`config.mk`:
```
export PLATFORM = sky130hd
export DESIGN_NAME = serial_sub5_flat
export DESIGN_NICKNAME = d
export VERILOG_FILES = /design/src/rtl/serial_sub5_if.sv /design/src/rtl/serial_sub5.sv /design/src/flat_wrapper.sv
export SDC_FILE = /design/constraint.sdc
export NUM_CORES = 1
export LEC_CHECK = 0
export ABC_AREA = 1
export BUFFER_PORTS_ARGS = -buffer_cell sky130_fd_sc_hd__buf_4
export CAP_MARGIN = 0
export CORE_MARGIN = 8
export CORE_UTILIZATION = 48
export CTS_BUF_LIST = sky130_fd_sc_hd__clkbuf_4 sky130_fd_sc_hd__clkbuf_8 sky130_fd_sc_hd__clkbuf_16
export CTS_CLUSTER_SIZE = 40
export DETAILED_ROUTE_END_ITERATION = 12
export GPL_ROUTABILITY_DRIVEN = 0
export MAX_ROUTING_LAYER = met4
export PLACE_DENSITY = 0.74
export SETUP_SLACK_MARGIN = 0.3
export SYNTH_ARGS = -nofsm -noshare
export SYNTH_HDL_FRONTEND = slang
export SYNTH_SLANG_ARGS = --single-unit
```
`constraint.sdc`:
```
create_clock -name clk -period 1 [get_ports clk]
set_input_delay 0.05 -clock clk [delete_from_list [all_inputs] [get_ports clk]]
set_output_delay 0.05 -clock clk [all_outputs]
set_load 0.01 [all_outputs]
```
`src/rtl/serial_sub5_if.sv`:
```
// Operand/result handshake bundle for serial_sub5.
// The ovf signal exists only when SERIAL_SUB_OVF_EN is defined.
interface serial_sub5_if;
  logic       in_valid;
  logic       in_ready;
  logic [4:0] a;
  logic [4:0] b;
  logic       bin;
  logic       out_valid;
  logic       out_ready;
  logic [4:0] y;
  logic       bout;
  logic       busy;
`ifdef SERIAL_SUB_OVF_EN
  logic       ovf;

  modport master (
    output in_valid, a, b, bin, out_ready,
    input  in_ready, out_valid, y, bout, busy, ovf
  );

  modport slave (
    input  in_valid, a, b, bin, out_ready,
    output in_ready, out_valid, y, bout, busy, ovf
  );
`else
  modport master (
    output in_valid, a, b, bin, out_ready,
    input  in_ready, out_valid, y, bout, busy
  );

  modport slave (
    input  in_valid, a, b, bin, out_ready,
    output in_ready, out_valid, y, bout, busy
  );
`endif
endinterface

```
`src/rtl/serial_sub5.sv`:
```
// Bit-serial 5-bit subtractor, LSB first through a single borrow flop.
// Optional signed-overflow flag enabled by defining SERIAL_SUB_OVF_EN.
module serial_sub5 (
  input logic          clk,
  input logic          rst,
  serial_sub5_if.slave bus
);

  typedef enum logic [1:0] {IDLE, RUN, DONE} state_t;

  state_t     state;
  state_t     state_nxt;
  logic [4:0] a_sh;
  logic [4:0] b_sh;
  logic [4:0] y_sh;
  logic [4:0] y_q;
  logic       brw;
  logic       bout_q;
  logic [2:0] cnt;
  logic       d;
  logic       brw_nxt;
`ifdef SERIAL_SUB_OVF_EN
  logic       ovf_q;
`endif

  // One full-subtractor bit: returns {borrow_out, difference}.
  function automatic logic [1:0] sub_bit(input logic xa, input logic xb, input logic br);
    sub_bit = {(~xa & xb) | (~(xa ^ xb) & br), xa ^ xb ^ br};
  endfunction

  always_comb begin
    {brw_nxt, d} = sub_bit(a_sh[0], b_sh[0], brw);
  end

  always_comb begin
    state_nxt = state;
    case (state)
      IDLE:    if (bus.in_valid)  state_nxt = RUN;
      RUN:     if (cnt == 3'd4)   state_nxt = DONE;
      DONE:    if (bus.out_ready) state_nxt = IDLE;
      default: state_nxt = IDLE;
    endcase
  end

  always_ff @(posedge clk) begin
    if (rst) state <= IDLE;
    else     state <= state_nxt;
  end

  // Result registers only load on the last RUN edge, so they hold through IDLE.
  always_ff @(posedge clk) begin
    if (rst) begin
      a_sh   <= '0;
      b_sh   <= '0;
      y_sh   <= '0;
      y_q    <= '0;
      brw    <= 1'b0;
      bout_q <= 1'b0;
      cnt    <= '0;
`ifdef SERIAL_SUB_OVF_EN
      ovf_q  <= 1'b0;
`endif
    end else begin
      case (state)
        IDLE: begin
          if (bus.in_valid) begin
            a_sh <= bus.a;
            b_sh <= bus.b;
            brw  <= bus.bin;
            cnt  <= '0;
          end
        end
        RUN: begin
          y_sh <= {d, y_sh[4:1]};
          a_sh <= {1'b0, a_sh[4:1]};
          b_sh <= {1'b0, b_sh[4:1]};
          brw  <= brw_nxt;
          cnt  <= cnt + 3'd1;
          if (cnt == 3'd4) begin
            y_q    <= {d, y_sh[4:1]};
            bout_q <= brw_nxt;
`ifdef SERIAL_SUB_OVF_EN
            // On this edge a_sh[0]/b_sh[0] still hold the operand sign bits.
            ovf_q  <= (a_sh[0] != b_sh[0]) & (d != a_sh[0]);
`endif
          end
        end
        default: ;
      endcase
    end
  end

  assign bus.in_ready  = (state == IDLE);
  assign bus.out_valid = (state == DONE);
  assign bus.busy      = (state != IDLE);
  assign bus.y         = y_q;
  assign bus.bout      = bout_q;
`ifdef SERIAL_SUB_OVF_EN
  assign bus.ovf       = ovf_q;
`endif

endmodule

```
`src/flat_wrapper.sv`:
```
// flat-port wrapper written by rule: the top's interface ports become plain ports
module serial_sub5_flat 
  (clk, rst, bus_in_valid, bus_a, bus_b, bus_bin, bus_out_ready, bus_in_ready, bus_out_valid, bus_y, bus_bout, bus_busy);
  serial_sub5_if bus_i ();
  input logic clk;
  input logic rst;
  input wire logic [$bits(bus_i.in_valid)-1:0] bus_in_valid;
  input wire logic [$bits(bus_i.a)-1:0] bus_a;
  input wire logic [$bits(bus_i.b)-1:0] bus_b;
  input wire logic [$bits(bus_i.bin)-1:0] bus_bin;
  input wire logic [$bits(bus_i.out_ready)-1:0] bus_out_ready;
  output wire logic [$bits(bus_i.in_ready)-1:0] bus_in_ready;
  output wire logic [$bits(bus_i.out_valid)-1:0] bus_out_valid;
  output wire logic [$bits(bus_i.y)-1:0] bus_y;
  output wire logic [$bits(bus_i.bout)-1:0] bus_bout;
  output wire logic [$bits(bus_i.busy)-1:0] bus_busy;
  assign bus_i.in_valid = bus_in_valid;
  assign bus_i.a = bus_a;
  assign bus_i.b = bus_b;
  assign bus_i.bin = bus_bin;
  assign bus_i.out_ready = bus_out_ready;
  assign bus_in_ready = bus_i.in_ready;
  assign bus_out_valid = bus_i.out_valid;
  assign bus_y = bus_i.y;
  assign bus_bout = bus_i.bout;
  assign bus_busy = bus_i.busy;
  serial_sub5 u_core (.clk(clk), .rst(rst), .bus(bus_i));
endmodule
```
==> results.md <==
- Setup repair after global routing could not meet its margin everywhere.
- The wire length of the first global-routing pass is 5180 um.
- Clock skew on the completed layout was measured at a little over 0.0008 ns.
- The total routing resource utilization after global routing is about 15%.
- CTS built an H-tree with a depth of 1.
- The type of element capturing the critical path is a flop.
- In this run the tool buffered the top-level ports with 23 buffer cells.
- Setup violations remaining at the end of the flow were counted as 29.
- Per report_power, the sequential group accounts for a little under half of the total.
- Based on the critical path, the design can be clocked at up to 798 MHz.
- Once the floorplan was initialized, standard cells occupied about half of the core.
- The DRC marker count from the first detailed-route iteration is 88.
- STA puts the critical path data required time at around 1.3 ns.
- The fraction of power consumed by the clock network is roughly 27%.
- The internal power of the cells totals ~1.7 mW.
- Cells with a size suffix above 1 make up about 48% of the layout.
- Leaving out fill and tap cells, the most frequent cells in the layout are 54 x nand2_1, 28 x inv_1, 28 x buf_4.
- The maximum resistive drop on vdd is slightly above 0.9 mV.
- The fraction of the mapped netlist area in simple logic gates is between 30% and 40%.
- In the final design database the tool counted 266 nets.
- In the routed layout, each cell is associated on average with a via count of between 4 and 5.
- The endpoint identified for the worst register-to-register timing path is u_core.y_sh[4]$_SDFFE_PP0P_.
- After detailed routing, the average wire length per cell comes to about 14 um.
- The flow ran to the end, but the final reports show violations.
- Counting every sink on the clock net gives 26.
- The worst reg2reg path depth is 4.
- Of the total power, the share spent switching nets is between 20% and 30%.
- The count of mapped cells out of synthesis is 190.
- The number of hold violations in the final report came to 0.
- The endpoint of the worst setup timing path is u_core.y_sh[4]$_SDFFE_PP0P_.
- Entering global routing, the biggest net connects 18 pins.
- The post-synthesis cell area is roughly 1200 um2.
- After layout, the worst setup slack is -0.254 ns.
- The beginning of the critical path is u_core.brw$_SDFFE_PP0P_.
- For this design the total switching power over the nets is roughly 0.74 mW.
- The clock slew at the register clock pins of the worst setup and hold paths is ~0.16 ns.
- The core outline area is approximately 2400 um2.
- From left edge to right edge, the die measures approximately 66 um.
- The share of the yosys chip area belonging to registers is between 40% and 50%.
- Averaged over all synthesized cells, the footprint is 6.41 um2.
- Of all nets on the critical path, the largest fanout is 2.
- The total length of routed wires is roughly 3900 um.
- The clock tree root driver cell is clkbuf_4.
- After layout, the minimum clock period comes to 1.25 ns.
- The critical path startpoint category is a flop.
- In this run the power density over the cells is around 1200 nW/um2.
- The clock tree from TritonCTS is built.
- Once layout is complete, the utilization of the core stands at a little under nine tenths.
- By area, the combinational part of the netlist is dominated by simple AND/OR/NAND/NOR gates.
- The number of antenna violations at the first check in global routing came to 0.
- The clock passes through at most 2 buffers.
- After Yosys synthesis, XOR and XNOR cells account for 0% of the synthesized area.
- The post-synthesis cell type count is 16.
- The sum of overflow across all layers after global routing is 0.
- The CTS buffer count is 3.
- In this run the count of I/O pins placed on the die edge is 24.
- The kind of critical path is flop to flop.
- The leakage dissipation is a little under 1 nW.
- The via count of the first global-routing pass was ~1.3k.
- Measured against its own limit, the worst slew margin works out to between 80% and 90%.
- The synthesis-to-layout area growth is 70.8%.
- The number of antenna diodes in the final layout is 0.
- The synthesized design contains 26 register bits.
- The data arrival time of the critical path is ~1.5 ns.
- The library cell used most frequently in the layout, excluding fill and tap cells, is nand2_1.
- The height of the die is around 66 um.
- The number of nets handed over by synthesis was 208.
- The via count is ~1.4k.
- In this run the core area contains 18 standard-cell rows.
- The share of the clock period used by the worst path after layout is 125%.
- At the later pin of the worst-skew pair, clock insertion delay measures around 0.34 ns.
- Measured against the total synthesized area, the mux share comes to 0%.
- At the pin with the least slew margin, the transition time is 0.296 ns.
- The number of warnings reported in the yosys synthesis log is 0.
- The count of pins over their slew limit is 0.
- The HPWL after detailed placement is between 2000 and 2500 um.
- The synthesized netlist devotes a little under a tenth of its cell area to compound gates.
- The launch point of the worst reg-to-reg path is u_core.brw$_SDFFE_PP0P_.
- The first TritonRoute pass finished after 4 iterations.
- The count of nets left with antenna violations after detail routing is 0.
- The total die area is between 4000 and 5000 um2.
- The post-route DRC violation count is 0.
- Of the total power, combinational logic draws 27.0%.
- Summing internal, switching and leakage power gives 2.47 mW.
- The worst min-delay path category is input pin to flop.
- Across the run, the number of max-cap violations was 0.
- The checks that failed: setup timing.
- For flop-to-flop paths, the worst setup slack is -0.25 ns.
- The arithmetic-cell share of the synthesized area counting full adders, half adders and majority gates is around 3.7%.
- The summed negative setup slack over all endpoints is -3.95 ns.
## cells in the mapped netlist
| cell type | instances | share of area, % |
|---|---|---|
| dfxtp_1 | 26 | 43 |
| a21oi_1 | 17 | 7.0 |
| o21ai_0 | 5 | 2.1 |
| o21ai_1 | 1 | 0.41 |
| nand3_1 | 3 | 1.2 |
| nor2_2 | 1 | 0.51 |
| buf_2 | 4 | 1.6 |
| ha_1 | 2 | 2.1 |
| nor2_1 | 29 | 8.9 |
| inv_1 | 34 | 10 |
| or2_2 | 1 | 0.51 |
| buf_4 | 1 | 0.62 |
| nand2_1 | 62 | 19 |
| nand2_2 | 1 | 0.51 |
| clkbuf_1 | 2 | 0.62 |
| fa_1 | 1 | 1.6 |
## metrics by stage
step                      std cells  area, um2  setup slack, ns  hold slack, ns
after detailed placement        253       1620           -0.168           0.252
after floorplan                 190       1340           -0.134           0.109
after global placement          253       1620           -0.148           0.249
after CTS                       270       1890           -0.197          0.0115
after global routing            277       2080           -0.320          0.0127
final                           277       2080           -0.254         0.00471
## layout make-up
class                           instances  area, um2
Multi-Input combinational cell        124        737
Timing Repair Buffer                   59        588
Sequential cell                        26        539
Fill cell                             130        350
Inverter                               34        133
Clock buffer                            4       47.5
Tap cell                               30       37.5
## kinds of logic after synthesis
family          count (synthesis)
compound gates                 23
fa+ha+maj                       3
buf+inv                        41
flops                          26
simple gates                   97
## critical path: stages, from the launching register on
cell and delay, ns:
dfxtp_2 0.35, inv_2 0.05, fa_2 0.57, o21ai_1 0.09
a21oi_1 0.13
## sequential cells by signal, indices dropped and copies added, names as in the netlist
name and cells:
u_core.b_sh 5, u_core.y_sh 4, u_core.a_sh 5, u_core.bus.y 5
u_core.cnt 3, u_core.bus.bout 1, u_core.brw 1, u_core.state 2
## timing repair
item,in CTS,in global routing
pin swaps,6,15
setup buffers,8,5
hold buffers,5,0
setup endpoints to repair,35,35
gates resized for setup,34,36
hold endpoints to repair,5,0
gates cloned,0,2
## per-layer routing
layer	global-route usage (%)	up-vias	routed length (um)
met5	-	-	0
met4	4.80	0	127
met2	28.6	44	2130
met1	15.2	646	1510
li1	-	673	-
met3	2.03	21	172
## power groups by stage
stage,combinational (mW),clock [mW],sequential [mW]
after detailed placement,0.452,0,1.16
after global routing,0.720,0.695,1.15
final,0.666,0.661,1.14
after global placement,0.435,0,1.16
after CTS,0.550,0.650,1.14
after floorplan,0.312,0,1.16
## worst min path at each step
| stage | endpoint | startpoint | depth (start not counted) |
|---|---|---|---|
| after floorplan | u_core.state[0]$_SDFFE_PP0P_ | rst | 1 |
| after global placement | u_core.state[0]$_SDFFE_PP0P_ | rst | 2 |
| after detailed placement | u_core.state[0]$_SDFFE_PP0P_ | rst | 2 |
| after CTS | u_core.a_sh[4]$_SDFFE_PP0P_ | bus_in_valid | 3 |
| after global routing | u_core.a_sh[4]$_SDFFE_PP0P_ | bus_in_valid | 3 |
| final | u_core.a_sh[4]$_SDFFE_PP0P_ | bus_in_valid | 3 |
Power figures use the tool's default switching activity.
